`config.mk`:
```
export PLATFORM = sky130hd
export DESIGN_NAME = therm_decode
export DESIGN_NICKNAME = d
export VERILOG_FILES = /design/src/rtl/therm_pkg.sv /design/src/rtl/therm_classify.sv /design/src/rtl/therm_decode.sv
export SDC_FILE = /design/constraint.sdc
export NUM_CORES = 1
export LEC_CHECK = 0
export CORE_MARGIN = 2
export CORE_UTILIZATION = 25
export DETAILED_ROUTE_END_ITERATION = 12
export PLACE_DENSITY = 0.47
export SYNTH_ARGS = -nofsm -noshare
export SYNTH_HDL_FRONTEND = slang
export SYNTH_SLANG_ARGS = --single-unit
export TNS_END_PERCENT = 100
```
`constraint.sdc`:
```
create_clock -name clk -period 2.6 [get_ports clk]
set_input_delay 0.52 -clock clk [delete_from_list [all_inputs] [get_ports clk]]
set_output_delay 0.52 -clock clk [all_outputs]
set_load 0.02 [all_outputs]
```
`src/rtl/therm_pkg.sv`:
```
// Shared helpers for thermometer-code decoding.
// Latency: n/a (package of pure functions and constants).
// Backpressure: n/a.
//
// Functions take the code zero-extended to MAX_W bits, so any DATA_WIDTH up
// to MAX_W can reuse them without per-width copies.
package therm_pkg;

  localparam int MAX_W = 64;

  // Width of a binary count able to hold 0..dw inclusive.
  function automatic int lvl_width(input int dw);
    return $clog2(dw + 1);
  endfunction

  // A thermometer code is 2^k - 1: adding one carries through every set bit
  // and lands on a single bit above them, so the AND is zero only when the
  // ones are contiguous from bit 0. Zero-extension keeps all-ones valid.
  function automatic logic is_therm(input logic [MAX_W-1:0] code);
    return (code & (code + MAX_W'(1))) == '0;
  endfunction

  // Population count; equals k for a well-formed code.
  function automatic logic [7:0] ones_count(input logic [MAX_W-1:0] code);
    logic [7:0] cnt;
    cnt = '0;
    for (int i = 0; i < MAX_W; i++) begin
      cnt = cnt + {7'd0, code[i]};
    end
    return cnt;
  endfunction

endpackage

```
`src/rtl/therm_classify.sv`:
```
// Combinational classifier: checks thermometer form and returns the level k.
// Latency: 0 cycles (pure combinational).
// Backpressure: none; no handshake, evaluated every cycle.
//
// Ports: code (DATA_WIDTH raw code) -> is_valid (well-formed), k (ones count).
module therm_classify
  import therm_pkg::*;
#(
  parameter int DATA_WIDTH = 8,
  parameter int LVL_WIDTH  = lvl_width(DATA_WIDTH)
) (
  input  logic [DATA_WIDTH-1:0] code,
  output logic                  is_valid,
  output logic [LVL_WIDTH-1:0]  k
);

  logic [MAX_W-1:0] code_ext;

  assign code_ext = MAX_W'(code);
  assign is_valid = is_therm(code_ext);
  // Only meaningful when is_valid; the top ignores k for malformed codes.
  assign k        = LVL_WIDTH'(ones_count(code_ext));

endmodule

```
`src/rtl/therm_decode.sv`:
```
// Two-stage thermometer-to-binary decoder with bubble detection, last-good
// substitution and a saturating error counter.
// Latency: accept at edge N -> outValid after edge N+1; 1 beat/cycle.
// Backpressure: valid/ready; inReady = !s1Valid || s2Move, stalls when both
//               stages hold beats and outReady is low.
//
// Ports: clk, resetn (async active-low); codeIn/inValid/inReady upstream;
//        level/codeErr/outValid/outReady downstream; errCount/errClear.
module therm_decode
  import therm_pkg::*;
#(
  parameter int DATA_WIDTH = 8,
  parameter int LVL_WIDTH  = lvl_width(DATA_WIDTH),
  parameter int ERR_WIDTH  = 8
) (
  input  logic                  clk,
  input  logic                  resetn,
  input  logic [DATA_WIDTH-1:0] codeIn,
  input  logic                  inValid,
  output logic                  inReady,
  output logic [LVL_WIDTH-1:0]  level,
  output logic                  codeErr,
  output logic                  outValid,
  input  logic                  outReady,
  output logic [ERR_WIDTH-1:0]  errCount,
  input  logic                  errClear
);

  // S1: raw code register
  logic                  s1_valid_q, s1_valid_d;
  logic [DATA_WIDTH-1:0] s1_code_q, s1_code_d;
  // S2: output register
  logic                  out_valid_q, out_valid_d;
  logic [LVL_WIDTH-1:0]  level_q, level_d;
  logic                  code_err_q, code_err_d;
  // Side state
  logic [LVL_WIDTH-1:0]  last_good_q, last_good_d;
  logic [ERR_WIDTH-1:0]  err_count_q, err_count_d;

  logic                  s2_move;
  logic                  s1_to_s2;
  logic                  in_xfer;
  logic                  code_ok;
  logic [LVL_WIDTH-1:0]  code_k;

  therm_classify #(
    .DATA_WIDTH (DATA_WIDTH),
    .LVL_WIDTH  (LVL_WIDTH)
  ) u_classify (
    .code     (s1_code_q),
    .is_valid (code_ok),
    .k        (code_k)
  );

  // S2 can take a new beat when empty or when its beat leaves this edge.
  assign s2_move  = !out_valid_q || outReady;
  assign s1_to_s2 = s1_valid_q && s2_move;
  assign inReady  = !s1_valid_q || s2_move;
  assign in_xfer  = inValid && inReady;

  always_comb begin
    s1_valid_d  = s1_valid_q;
    s1_code_d   = s1_code_q;
    out_valid_d = out_valid_q;
    level_d     = level_q;
    code_err_d  = code_err_q;
    last_good_d = last_good_q;
    err_count_d = err_count_q;

    // S1 refills on the same edge it drains, so in_xfer wins.
    if (in_xfer) begin
      s1_valid_d = 1'b1;
      s1_code_d  = codeIn;
    end else if (s1_to_s2) begin
      s1_valid_d = 1'b0;
    end

    if (s1_to_s2) begin
      out_valid_d = 1'b1;
      if (code_ok) begin
        level_d     = code_k;
        code_err_d  = 1'b0;
        last_good_d = code_k;
      end else begin
        // Substitute the level held before this beat.
        level_d    = last_good_q;
        code_err_d = 1'b1;
      end
    end else if (outReady) begin
      out_valid_d = 1'b0;
    end

    // Clear beats a coincident increment; otherwise count up to all-ones.
    if (errClear) begin
      err_count_d = '0;
    end else if (s1_to_s2 && !code_ok && (err_count_q != {ERR_WIDTH{1'b1}})) begin
      err_count_d = err_count_q + ERR_WIDTH'(1);
    end
  end

  always_ff @(posedge clk or negedge resetn) begin
    if (!resetn) begin
      s1_valid_q  <= 1'b0;
      s1_code_q   <= '0;
      out_valid_q <= 1'b0;
      level_q     <= '0;
      code_err_q  <= 1'b0;
      last_good_q <= '0;
      err_count_q <= '0;
    end else begin
      s1_valid_q  <= s1_valid_d;
      s1_code_q   <= s1_code_d;
      out_valid_q <= out_valid_d;
      level_q     <= level_d;
      code_err_q  <= code_err_d;
      last_good_q <= last_good_d;
      err_count_q <= err_count_d;
    end
  end

  assign outValid = out_valid_q;
  assign level    = level_q;
  assign codeErr  = code_err_q;
  assign errCount = err_count_q;

endmodule

```
## Word level (Yosys, flattened, before mapping)

Index checks and enable logic that the tools add are counted.

- Add/sub/neg operators: 9
- Equal/unequal tests: 1
- Mux-type cells: 7
- Bitwise operators: 1
- Reduce and logical (&&, ||, !) cells: 14

Operators with widths:

| cell | count |
|---|---|
| 8-bit by 64-bit AND with 64-bit output | 1 |
| 64-bit zero test | 1 |
| 4-bit by 1-bit adder with 4-bit output | 6 |
| 8-bit 2-to-1 mux | 2 |
| 8-bit by 1-bit adder with 9-bit output (second input constant) | 1 |
| 8-bit by 1-bit adder with 8-bit output (second input constant) | 1 |
| 8-bit inequality test (second input constant) | 1 |
| 2-bit nonzero test | 3 |
| 1-bit 2-to-1 mux | 5 |
| 1-bit logical AND | 4 |
| 1-bit zero test | 3 |
| 1-bit by 1-bit adder with 2-bit output | 1 |
| 1-bit logical OR | 2 |
| 2-bit AND reduction | 1 |

- Bits in registers: 23
- Bits of input ports: 13
- Output and inout port bits: 15

## Longest topological paths before layout

Gate-level depths: netlist (run 1).

- Depth in word-level cells: 8
- Mapped depth: 10
- Gate-level depth less buffers: 10

## Modules after synthesis

A second synthesis (run 1) with hierarchy kept.

- Cell total of the unflattened synthesis: 115
- Area, all modules: 1281.2 um^2

Modules (own cells, without submodules):

| module | times used | cells an instance | area an instance (um^2) | sequential area each (um^2) |
|---|---|---|---|---|
| therm_decode | 1 | 82 | 1022.2 | 575.6 |
| therm_classify | 1 | 33 | 259.0 | 0.0 |

## Worst setup path after synthesis (run 1)

Ideal clock, no wire load.

- Path type: register to register
- From: reg s1_code_q[0]
- To: reg last_good_q[2]
- Setup time: 125 ps
- Arrival time: 2604 ps
- Required time: 2475 ps
- Slack: -129 ps
- Stages on the path, launching flop included: 11
- Buffers on the path: 0
- Clock period less this slack: 2729 ps
- Cell sequence: dfrtp_1 -> inv_1 -> ha_1 -> fa_1 -> fa_1 -> inv_1 -> fa_1 -> inv_1 -> fa_1 -> xnor2_1 -> mux2_2

- Word-level cells in the longest chain between the ends: 7
- Elaborated cells on any way between the ends: 11

Ends and longest elaborated chain:

| item | line | source |
|---|---|---|
| start, declared | therm_decode.sv:31 | `logic [DATA_WIDTH-1:0] s1_code_q, s1_code_d;` |
| start signal, assigned | therm_decode.sv:112 | `s1_code_q <= s1_code_d;` |
| 1-bit by 1-bit adder with 2-bit output | therm_pkg.sv:28 | `cnt = cnt + {7'd0, code[i]};` |
| 4-bit by 1-bit adder with 4-bit output (6 in a row) | therm_pkg.sv:28 |  |
| end signal, assigned | therm_decode.sv:116 | `last_good_q <= last_good_d;` |
| end, declared | therm_decode.sv:37 | `logic [LVL_WIDTH-1:0] last_good_q, last_good_d;` |

Several ways; a longest one is shown, not always the timed one.
A chain may end at the register's enable or synchronous reset.

## Worst setup path after layout (run 1)

- From: reg s1_code_q[1]
- To: reg last_good_q[2]

The elaborated chain is that of the path after synthesis.

==> reports/metrics.yaml, run 1 <==
required_ns: 2.75
ys_ff_latch: 23
max-cap-violations: 0
use_met2_pct: 15.09
finalCriticalPeriod_ns: 2.749
dieArea_sq_mm: 0.005793
die_w_um: 76.11
drc: 0
rr_endpoint: "last_good_q[2]"
drt_iter0_drc: 34
seq_area_frac_synth_pct: 44.27
yosys-top-cells-count: "23 x dfrtp_1, 12 x inv_1, 11 x mux2_2"
grt_first_pass_wirelength_um: 4450
powerDensity_mw_per_mm2: 662.7
synth.avg_cell_area_sq_um: 11.50
hp-class: "register to register"
cpPeakStageDelay_ns: 0.53
worstMarginPinSlew_ns: 0.4810
post_synth_num_cell_types: 32
fmax_mhz: 363.8
switching_share_pct: 33.52
overflow: 0
wl_um: 2547
hold_buffers: 0
cts_made_buffers: 3
clk_path_buf_depth: 2
routedWlPerCell_um: 11.63
start_util_pct: 25.62
pin_count: 28
crit_path_top_delay_cell: "fa_1"
dpl-instance-area_sq_mm: 0.001692
synthMuxAreaShare_pct: 13.09
internal_power_w: 0.0007762
pre_cts_ws_ns: -0.1302
busiest_layer: "met2"
netlist.area_leader.share_pct: 44.27
end_kind: "register"
finish.net_count: 172
drv_slew: 0
postRouteAntennaNets: 0
insertion_delay_ns: 0.27
htree_levels: 1
grt_max_degree: 24
n_antenna_cell: 0
first_pass_iters: 4
synth_edf_count: 0
crit_fanout: 2
hold_end: "codeErr"
violations: "setup timing"
grt_use_met3_pct: 3.199
arrival_ns: 2.90
hold_slack_ns: 0.5152
critPathKind: "register to register"
cp-start-kind: "register"
yosys.area_share.simple_pct: 15.78
skew_ns: 0.007980
reg2reg_from: "s1_code_q[1]"
grt_usage_pct: 9.352
synth_top_family_by_area: "simple AND/OR/NAND/NOR gates"
fin_area_sq_mm: 0.001762
cts_root_buffer: "clkbuf_8"
pwr-share-comb_pct: 41.7
async_flop_share_pct: 100.0
status: "complete, but fails checks"
coreArea_sq_mm: 0.005075
grt_setup_unrepaired: "true"
synth_ff_type: "dfrtp_1"
portBuffers: 27
pwr-share-seq_pct: 39.0
die_h_um: 76.11
dpl.hpwl_um: 2000
cts_tree: "built"
clkSlewWorstSetupHoldPaths_ns: 0.09
p_clk_share_pct: 19.2
synth_area_leaders: "dfrtp_1 44%, mux2_2 9.5%, fa_1 6.2%"
synth-xor-area-share_pct: 2.021
area_growth_syn_to_layout_pct: 35.51
synth_fa_ha_area_share_pct: 10.97
yosysWarnings: 0
syn_area_sq_mm: 0.001300
vias_per_cell: 4.187
grt_antenna_before_repair: 0
cts_sinks: 23
reg2regPathDepth: 9
hold_viol_final: 0
grt_pass1_vias: 902
postSynthCellCount: 113
maxSlewHeadroom_pct: 67.59
cellLeakagePower_nw: 0.7561
synth-compound-area-share_pct: 8.855
crit_chain: "ha_4, fa_1, fa_1, inv_2, fa_2, inv_2, fa_2, xnor2_1, mux2_4"
ir_drop_mv: 0.3562
startpoint: "s1_code_q[1]"
met1_usage_pct: 12.36
vias: 917
synth_nets: 135
fin_ws_ns: -0.1490
p_sw_w: 0.0003914
setup_viol: 2
synth_most_common_cell: "dfrtp_1"
period_share_pct: 105.7
drive_gt1_share_pct: 24.16
gp_congestion: 0.7342
power.total_w: 0.001168
post-synth-top-area-cell: "dfrtp_1"
std_cell_rows: 26
min_from: "codeErr"
worstHoldPathCells: 2
r2r_slack_ns: -0.15
cells in the final DEF (no fill, tap or decap), drive strengths merged:
master | netlist | routed
clkdlybuf4s50 | 0 | 27
dfrtp | 23 | 23
mux2 | 13 | 13
inv | 13 | 13
nor2 | 10 | 10
buf | 1 | 7
nand2b | 5 | 5
nor2b | 5 | 5
ha | 5 | 5
nand3 | 4 | 4
fa | 4 | 4
nand2 | 3 | 3
nand4 | 3 | 3
a21oi | 3 | 3
xnor2 | 3 | 3
clkbuf | 0 | 3
and2b | 2 | 2
mux2i | 2 | 2
a31o | 2 | 2
o21ai | 2 | 2
nand3b | 1 | 1
a2111oi | 1 | 1
and4b | 1 | 1
o211ai | 1 | 1
a31oi | 1 | 1
a21o | 1 | 1
and3 | 1 | 1
nor3b | 1 | 1
a311oi | 1 | 1
clkinv | 0 | 1
critical path: cells and delay by family (launching register included):
kind | cells | cell delay, ns
xor+xnor | 1 | 0.13
fa+ha+maj | 5 | 1.73
buf+inv | 2 | 0.11
flops | 1 | 0.41
mux | 1 | 0.25
area by class of cell:
class	count	area [sq um]
multi-input cells	75	680.7
well taps	70	87.58
inverters	13	48.80
repair buffers	34	322.8
clock inverters	1	5.005
flip-flops and latches	23	575.6
clock buffers	3	41.29
fillers	536	3313
worst max-delay path by stage:
stage,cells after the start,slack (ns),to
floorplan,10,-0.1,last_good_q[2]
global placement,10,-0.11,last_good_q[2]
detailed placement,10,-0.13,last_good_q[2]
CTS,10,-0.14,last_good_q[2]
global route,10,-0.25,last_good_q[2]
finish,9,-0.15,last_good_q[2]
cell families (layout without fill, tap and decap cells):
kind of cell             Yosys count  count (layout)
multiplexers                      15              15
buffers and inverters             15              51
XOR/XNOR                           3               3
adder cells (fa/ha/maj)            9               9
AO/OA/AOI/OAI                     12              12
flip-flops                        23              23
AND/OR/NAND/NOR                   36              36
through the flow:
step                      TNS [ns]  utilization, %  std cells
final                      -0.2860           34.71        219
after global routing       -0.4901           34.71        219
after CTS                  -0.2488           34.25        218
after detailed placement   -0.2230           33.33        214
after global placement     -0.1794           33.33        214
after floorplan            -0.1566               -        113
state kept, by name, summed over array words and instances, names as in the netlist:
signal,flops
codeErr,1
errCount,8
last_good_q,4
outValid,1
s1_code_q,8
s1_valid_q,1
what timing repair did:
action                                 in CTS  in global routing
setup endpoints to repair                   2                  2
setup buffers                               0                  1
endpoints found under the hold margin       0                  0
gates resized for setup                     0                  5
pin swaps                                   0                  5
layer usage:
metal / up-vias / wire length (um)
met1: 442 / 1160
met4: 0 / 12
li1: 453 / -
met5: - / 0
met3: 2 / 128
met2: 20 / 1246
power groups by stage:
stage          clock network [W]  logic, W  registers [W]
2_1_floorplan                  0  0.000250       0.000504
3_3_place_gp                   0  0.000462       0.000461
3_5_place_dp                   0  0.000474       0.000463
4_1_cts                 0.000237  0.000476       0.000456
5_1_grt                 0.000251  0.000541       0.000466
6_report                0.000225  0.000487       0.000456
Note: power is estimated with default switching activity, not from simulation.
==> run 2, diff against run 1 <==
- GPL_TIMING_DRIVEN: default -> 0
==> run 2 against run 1 <==
The flow still finishes with violations (setup timing); clock-buffer cell count grew 1; worst hold slack lost 0.0025 ns; global-route usage grew 0.34 points; sequential power is essentially flat; register-to-register slack gained 0.02 ns; sequential share of layout area grew 0.38 points; highest routed layer unchanged; final area shrank 1.1%; clock skew shrank 0.0045 ns.
==> reports/metrics.yaml, run 2 (synthesis results as in run 1) <==
start_util_pct: 25.62  # unchanged
dp_cells: 210  # was 214
overflow: 0  # unchanged
routedWlPerCell_um: 11.79  # was 11.63 um
finalSetupTns_ns: -0.2290  # was -0.2860 ns
drc: 0  # unchanged
wl_met2_um: 1292  # was 1246 um
wl_met3_um: 92  # was 128 um
violations: "setup timing"  # unchanged
std_cell_rows: 26  # unchanged
drt_iter0_drc: 18  # was 34
drv_slew: 0  # unchanged
end_kind: "register"  # unchanged
clk_path_buf_depth: 2  # unchanged
required_ns: 2.75  # about the same
grt_antenna_before_repair: 0  # unchanged
crit_fanout: 2  # unchanged
cts_sinks: 23  # unchanged
max-cap-violations: 0  # unchanged
skew_ns: 0.003462  # was 0.007980 ns
dpl.hpwl_um: 1986  # was 2000 um
arrival_ns: 2.88  # was 2.90 ns
drive_gt1_share_pct: 20.95  # was 24.16%
pin_count: 28  # unchanged
first_pass_iters: 4  # unchanged
cellLeakagePower_nw: 0.7509  # was 0.7561 nW
postRouteAntennaNets: 0  # unchanged
drt-met1-wl_um: 1159  # was 1160 um
die_w_um: 76.11  # unchanged
cts_tree: "built"  # unchanged
grt_first_pass_wirelength_um: 4595  # was 4450 um
wl_um: 2570  # was 2547 um
hp-class: "register to register"  # unchanged
portBuffers: 27  # unchanged
status: "complete, but fails checks"  # unchanged
grt_setup_unrepaired: "true"  # unchanged
die_h_um: 76.11  # unchanged
period_share_pct: 105.0  # was 105.7%
finalCriticalPeriod_ns: 2.730  # was 2.749 ns
critPathKind: "register to register"  # unchanged
crit_path_top_delay_cell: "fa_1"  # unchanged
vias_per_cell: 4.307  # was 4.187
grt_usage_pct: 9.690  # was 9.352%
layout_common_cells: "27 x clkdlybuf4s50_1, 23 x dfrtp_1, 10 x inv_1, 10 x mux2_2, 10 x nor2_1"  # was 27 x clkdlybuf4s50_1, 23 x dfrtp_1, 10 x mux2_2, 10 x nor2_1, 9 x inv_1
top_layer_used: "met4"  # unchanged
htree_levels: 1  # unchanged
dieArea_sq_mm: 0.005793  # unchanged
worstMarginPinSlew_ns: 1.063  # was 0.4810 ns
grt_max_degree: 24  # unchanged
n_antenna_cell: 0  # unchanged
grt_pass1_vias: 972  # was 902
cp-start-kind: "register"  # unchanged
coreArea_sq_mm: 0.005075  # unchanged
cts_made_buffers: 3  # unchanged
insertion_delay_ns: 0.26  # was 0.27 ns
clkSlewWorstSetupHoldPaths_ns: 0.08  # was 0.09 ns
vias: 939  # was 917
layout_commonest_cell: "clkdlybuf4s50_1"  # unchanged
area_growth_syn_to_layout_pct: 33.97  # was 35.51%
fmax_mhz: 366.3  # was 363.8 MHz
setup_viol: 2  # unchanged
crit_chain: "inv_1, ha_1, fa_1, fa_1, inv_2, fa_2, inv_2, fa_2, xnor2_1, mux2_4"  # was ha_4, fa_1, fa_1, inv_2, fa_2, inv_2, fa_2, xnor2_1, mux2_4
ir_drop_mv: 0.2057  # was 0.3562 mV
cts_root_buffer: "clkbuf_8"  # unchanged
powerDensity_mw_per_mm2: 665.7  # was 662.7 mW/mm^2
gp_congestion: 0.7673  # was 0.7342
stdcell_count: 218  # was 219
hold_viol_final: 0  # unchanged
cpPeakStageDelay_ns: 0.50  # was 0.53 ns
finish.net_count: 171  # was 172
maxSlewHeadroom_pct: 28.88  # was 67.59%
fin_ws_ns: -0.1303  # was -0.1490 ns
[run 2: cell count changes in the layout (fill, tap and decap cells not counted), sizes merged]
cell / delta
buf: -2
clkbuf: +1
clkinv: -1
dlygate4sd1: +1
[run 2: worst paths after layout]
path,start,to,slack (ns),cells after the start
min,last_good_q[2],last_good_q[2],0.51,1
max reg2reg,s1_code_q[0],last_good_q[2],-0.13,10
max,s1_code_q[0],last_good_q[2],-0.13,10
min reg2reg,last_good_q[2],last_good_q[2],0.51,1
min in group asynchronous,resetn,errCount[0],0.83,1
max in group asynchronous,resetn,s1_code_q[2],1.13,1
[run 2: what timing repair did]
item / CTS / global route
hold buffers: 0 / 0
setup buffers: 2 / 2
resized for setup: 1 / 2
hold endpoints to repair: 0 / 0
setup endpoints to repair: 2 / 2
[run 2: metrics by stage]
stage                     hold WS (ns)  power [W]  worst slack (ns)  cell area (sq um)  utilization (%)
after global routing            0.5304   0.001256           -0.2279               1742            34.32
after detailed placement        0.5005  0.0009250           -0.2140               1663            32.77
after global placement          0.4948  0.0009087           -0.1820               1663            32.77
final                           0.5128   0.001159           -0.1303               1742            34.32
after CTS                       0.5208   0.001168           -0.1523               1727            34.02
after floorplan                 0.2244  0.0007539          -0.09731               1305                -
[run 2: power by group]
part	internal (W)	total, W	switching (W)
clock	0.000109	0.000220	0.000111
combinational	0.000255	0.000482	0.000227
sequential	0.000414	0.000457	0.0000433
total	0.000778	0.00116	0.000381
[run 2: area by class of cell]
class / instances / area (sq um)
buffer: 2 / 16.27
clock buffer: 4 / 45.04
fill: 550 / 3333
inverter: 13 / 48.80
multi-input combinational: 75 / 668.1
sequential: 23 / 575.6
tap: 70 / 87.58
timing repair buffer: 31 / 300.3
[run 2: critical path: cells and delay by family, from the launching register on]
family | cells | cell delay (ns)
adder cells (fa/ha/maj) | 5 | 1.74
flip-flops | 1 | 0.35
multiplexers | 1 | 0.25
buffers and inverters | 3 | 0.15
XOR/XNOR | 1 | 0.13
[run 2: metal layers]
metal	track usage [%]	vias to the layer above
met5	0	-
met4	2.909	0
met3	2.014	4
met2	15.98	22
met1	12.85	459
li1	-	454
==> run 3, diff against run 2 <==
- SKIP_CTS_REPAIR_TIMING: default -> 1
==> run 3 against run 2 <==
The run still ends with setup timing left; first-iteration DRC count increased by 17%; clock skew barely moved; combinational power is 1% lower; routed wire length did not move; fmax fell by 2.2%; via count down 0.53%; sequential share of layout area is essentially flat; non-clock buffer count shrank 1; critical path type unchanged.
==> reports/metrics.yaml, run 3 (synthesis results as in run 1) <==
insertion_delay_ns: 0.26  # about the same
gp_congestion: 0.7673  # unchanged
required_ns: 2.75  # about the same
max-cap-violations: 0  # unchanged
drive_gt1_share_pct: 22.45  # was 20.95%
dpl.hpwl_um: 1986  # unchanged
drt_iter0_drc: 21  # was 18
drc: 0  # unchanged
nFillCells: 553  # was 550
grt_antenna_before_repair: 0  # unchanged
violations: "setup timing"  # unchanged
cp-start-kind: "register"  # unchanged
ir_drop_mv: 0.2102  # was 0.2057 mV
arrival_ns: 2.94  # was 2.88 ns
cellLeakagePower_nw: 0.7413  # was 0.7509 nW
routedWlPerCell_um: 11.84  # was 11.79 um
startpoint: "s1_code_q[0]"  # unchanged
die_h_um: 76.11  # unchanged
cts_made_buffers: 3  # unchanged
std_cell_rows: 26  # unchanged
stdcell_count: 217  # was 218
setup_viol: 3  # was 2
skew_ns: 0.003502  # was 0.003462 ns
crit_fanout: 4  # was 2
n_antenna_cell: 0  # unchanged
grt_pass1_vias: 955  # was 972
finalCriticalPeriod_ns: 2.791  # was 2.730 ns
start_util_pct: 25.62  # unchanged
grt_max_degree: 24  # unchanged
layout_commonest_cell: "clkdlybuf4s50_1"  # unchanged
htree_levels: 1  # unchanged
hp-class: "register to register"  # unchanged
fin_util_pct: 34.37  # was 34.32%
dp_cells: 210  # unchanged
period_share_pct: 107.4  # was 105.0%
finish.net_count: 170  # was 171
status: "complete, but fails checks"  # unchanged
pin_count: 28  # unchanged
powerDensity_mw_per_mm2: 664.7  # was 665.7 mW/mm^2
clkSlewWorstSetupHoldPaths_ns: 0.08  # about the same
hold_viol_final: 0  # unchanged
portBuffers: 27  # unchanged
fin_ws_ns: -0.1915  # was -0.1303 ns
worstMarginPinSlew_ns: 1.071  # was 1.063 ns
grt_first_pass_wirelength_um: 4512  # was 4595 um
vias: 934  # was 939
drv_slew: 0  # unchanged
cts_root_buffer: "clkbuf_8"  # unchanged
min_from: "codeErr"  # was last_good_q[2]
end_kind: "register"  # unchanged
critPathKind: "register to register"  # unchanged
layout_common_cells: "27 x clkdlybuf4s50_1, 22 x dfrtp_1, 11 x mux2_2"  # was 27 x clkdlybuf4s50_1, 23 x dfrtp_1, 10 x inv_1, 10 x mux2_2, 10 x nor2_1
maxSlewHeadroom_pct: 28.39  # was 28.88%
vias_per_cell: 4.304  # was 4.307
coreArea_sq_mm: 0.005075  # unchanged
die_w_um: 76.11  # unchanged
dieArea_sq_mm: 0.005793  # unchanged
wl_um: 2570  # unchanged
area_growth_syn_to_layout_pct: 34.17  # was 33.97%
grt_usage_pct: 9.513  # was 9.690%
cts_sinks: 23  # unchanged
fmax_mhz: 358.2  # was 366.3 MHz
grt_setup_unrepaired: "true"  # unchanged
overflow: 0  # unchanged
first_pass_iters: 4  # unchanged
finalSetupTns_ns: -0.4487  # was -0.2290 ns
clk_path_buf_depth: 2  # unchanged
postRouteAntennaNets: 0  # unchanged
cts_tree: "built"  # unchanged
pre_cts_ws_ns: -0.2140  # unchanged
reg2reg_from: "s1_code_q[0]"  # unchanged
==> run 3: layout make-up <==
cell class / instances / area [sq um] / share of cell area (%)
multi-input combinational: 75 / 676.9 / 38.81
sequential: 23 / 576.8 / 33.07
timing repair buffer: 30 / 292.8 / 16.79
tap: 70 / 87.58 / 5.022
inverter: 13 / 48.80 / 2.798
clock buffer: 4 / 45.04 / 2.583
buffer: 2 / 16.27 / 0.9326
==> run 3: through the flow <==
| step | hold WS (ns) | power [W] | area (sq um) |
|---|---|---|---|
| 6_report | 0.5089 | 0.001159 | 1744 |
| 3_5_place_dp | 0.5005 | 0.0009250 | 1663 |
| 4_1_cts | 0.5211 | 0.001155 | 1708 |
| 3_3_place_gp | 0.4948 | 0.0009087 | 1663 |
| 5_1_grt | 0.5276 | 0.001255 | 1744 |
| 2_1_floorplan | 0.2244 | 0.0007539 | 1305 |
==> run 3: per-layer routing <==
layer	global-route usage [%]	wire (um)	vias to the layer above
li1	-	-	453
met1	12.62	1161	455
met4	2.909	27	0
met5	0	0	-
met3	2.014	92	4
met2	15.63	1289	22
==> run 3: path summary, 6_finish.rpt <==
check                                       to  slack, ns  cells past startpoint
worst min register to register         codeErr       0.51                      2
min in group asynchronous          errCount[0]       0.84                      1
max in group asynchronous         s1_code_q[1]       1.05                      1
worst min-delay path                   codeErr       0.51                      2
worst max-delay path            last_good_q[2]      -0.19                     10
worst max register to register  last_good_q[2]      -0.19                     10
==> run 3: critical path: stages (launching register included) <==
cell	delay [ns]
dfrtp_1	0.42
inv_2	0.08
ha_4	0.20
fa_1	0.53
fa_1	0.43
inv_2	0.07
fa_2	0.21
inv_2	0.04
fa_2	0.32
xnor2_1	0.13
mux2_2	0.26
==> run 3: power breakdown <==
part	switching [W]	internal (W)	total (W)
sequential	0.0000468	0.000414	0.000461
combinational	0.000226	0.000251	0.000477
clock	0.000112	0.000109	0.000221
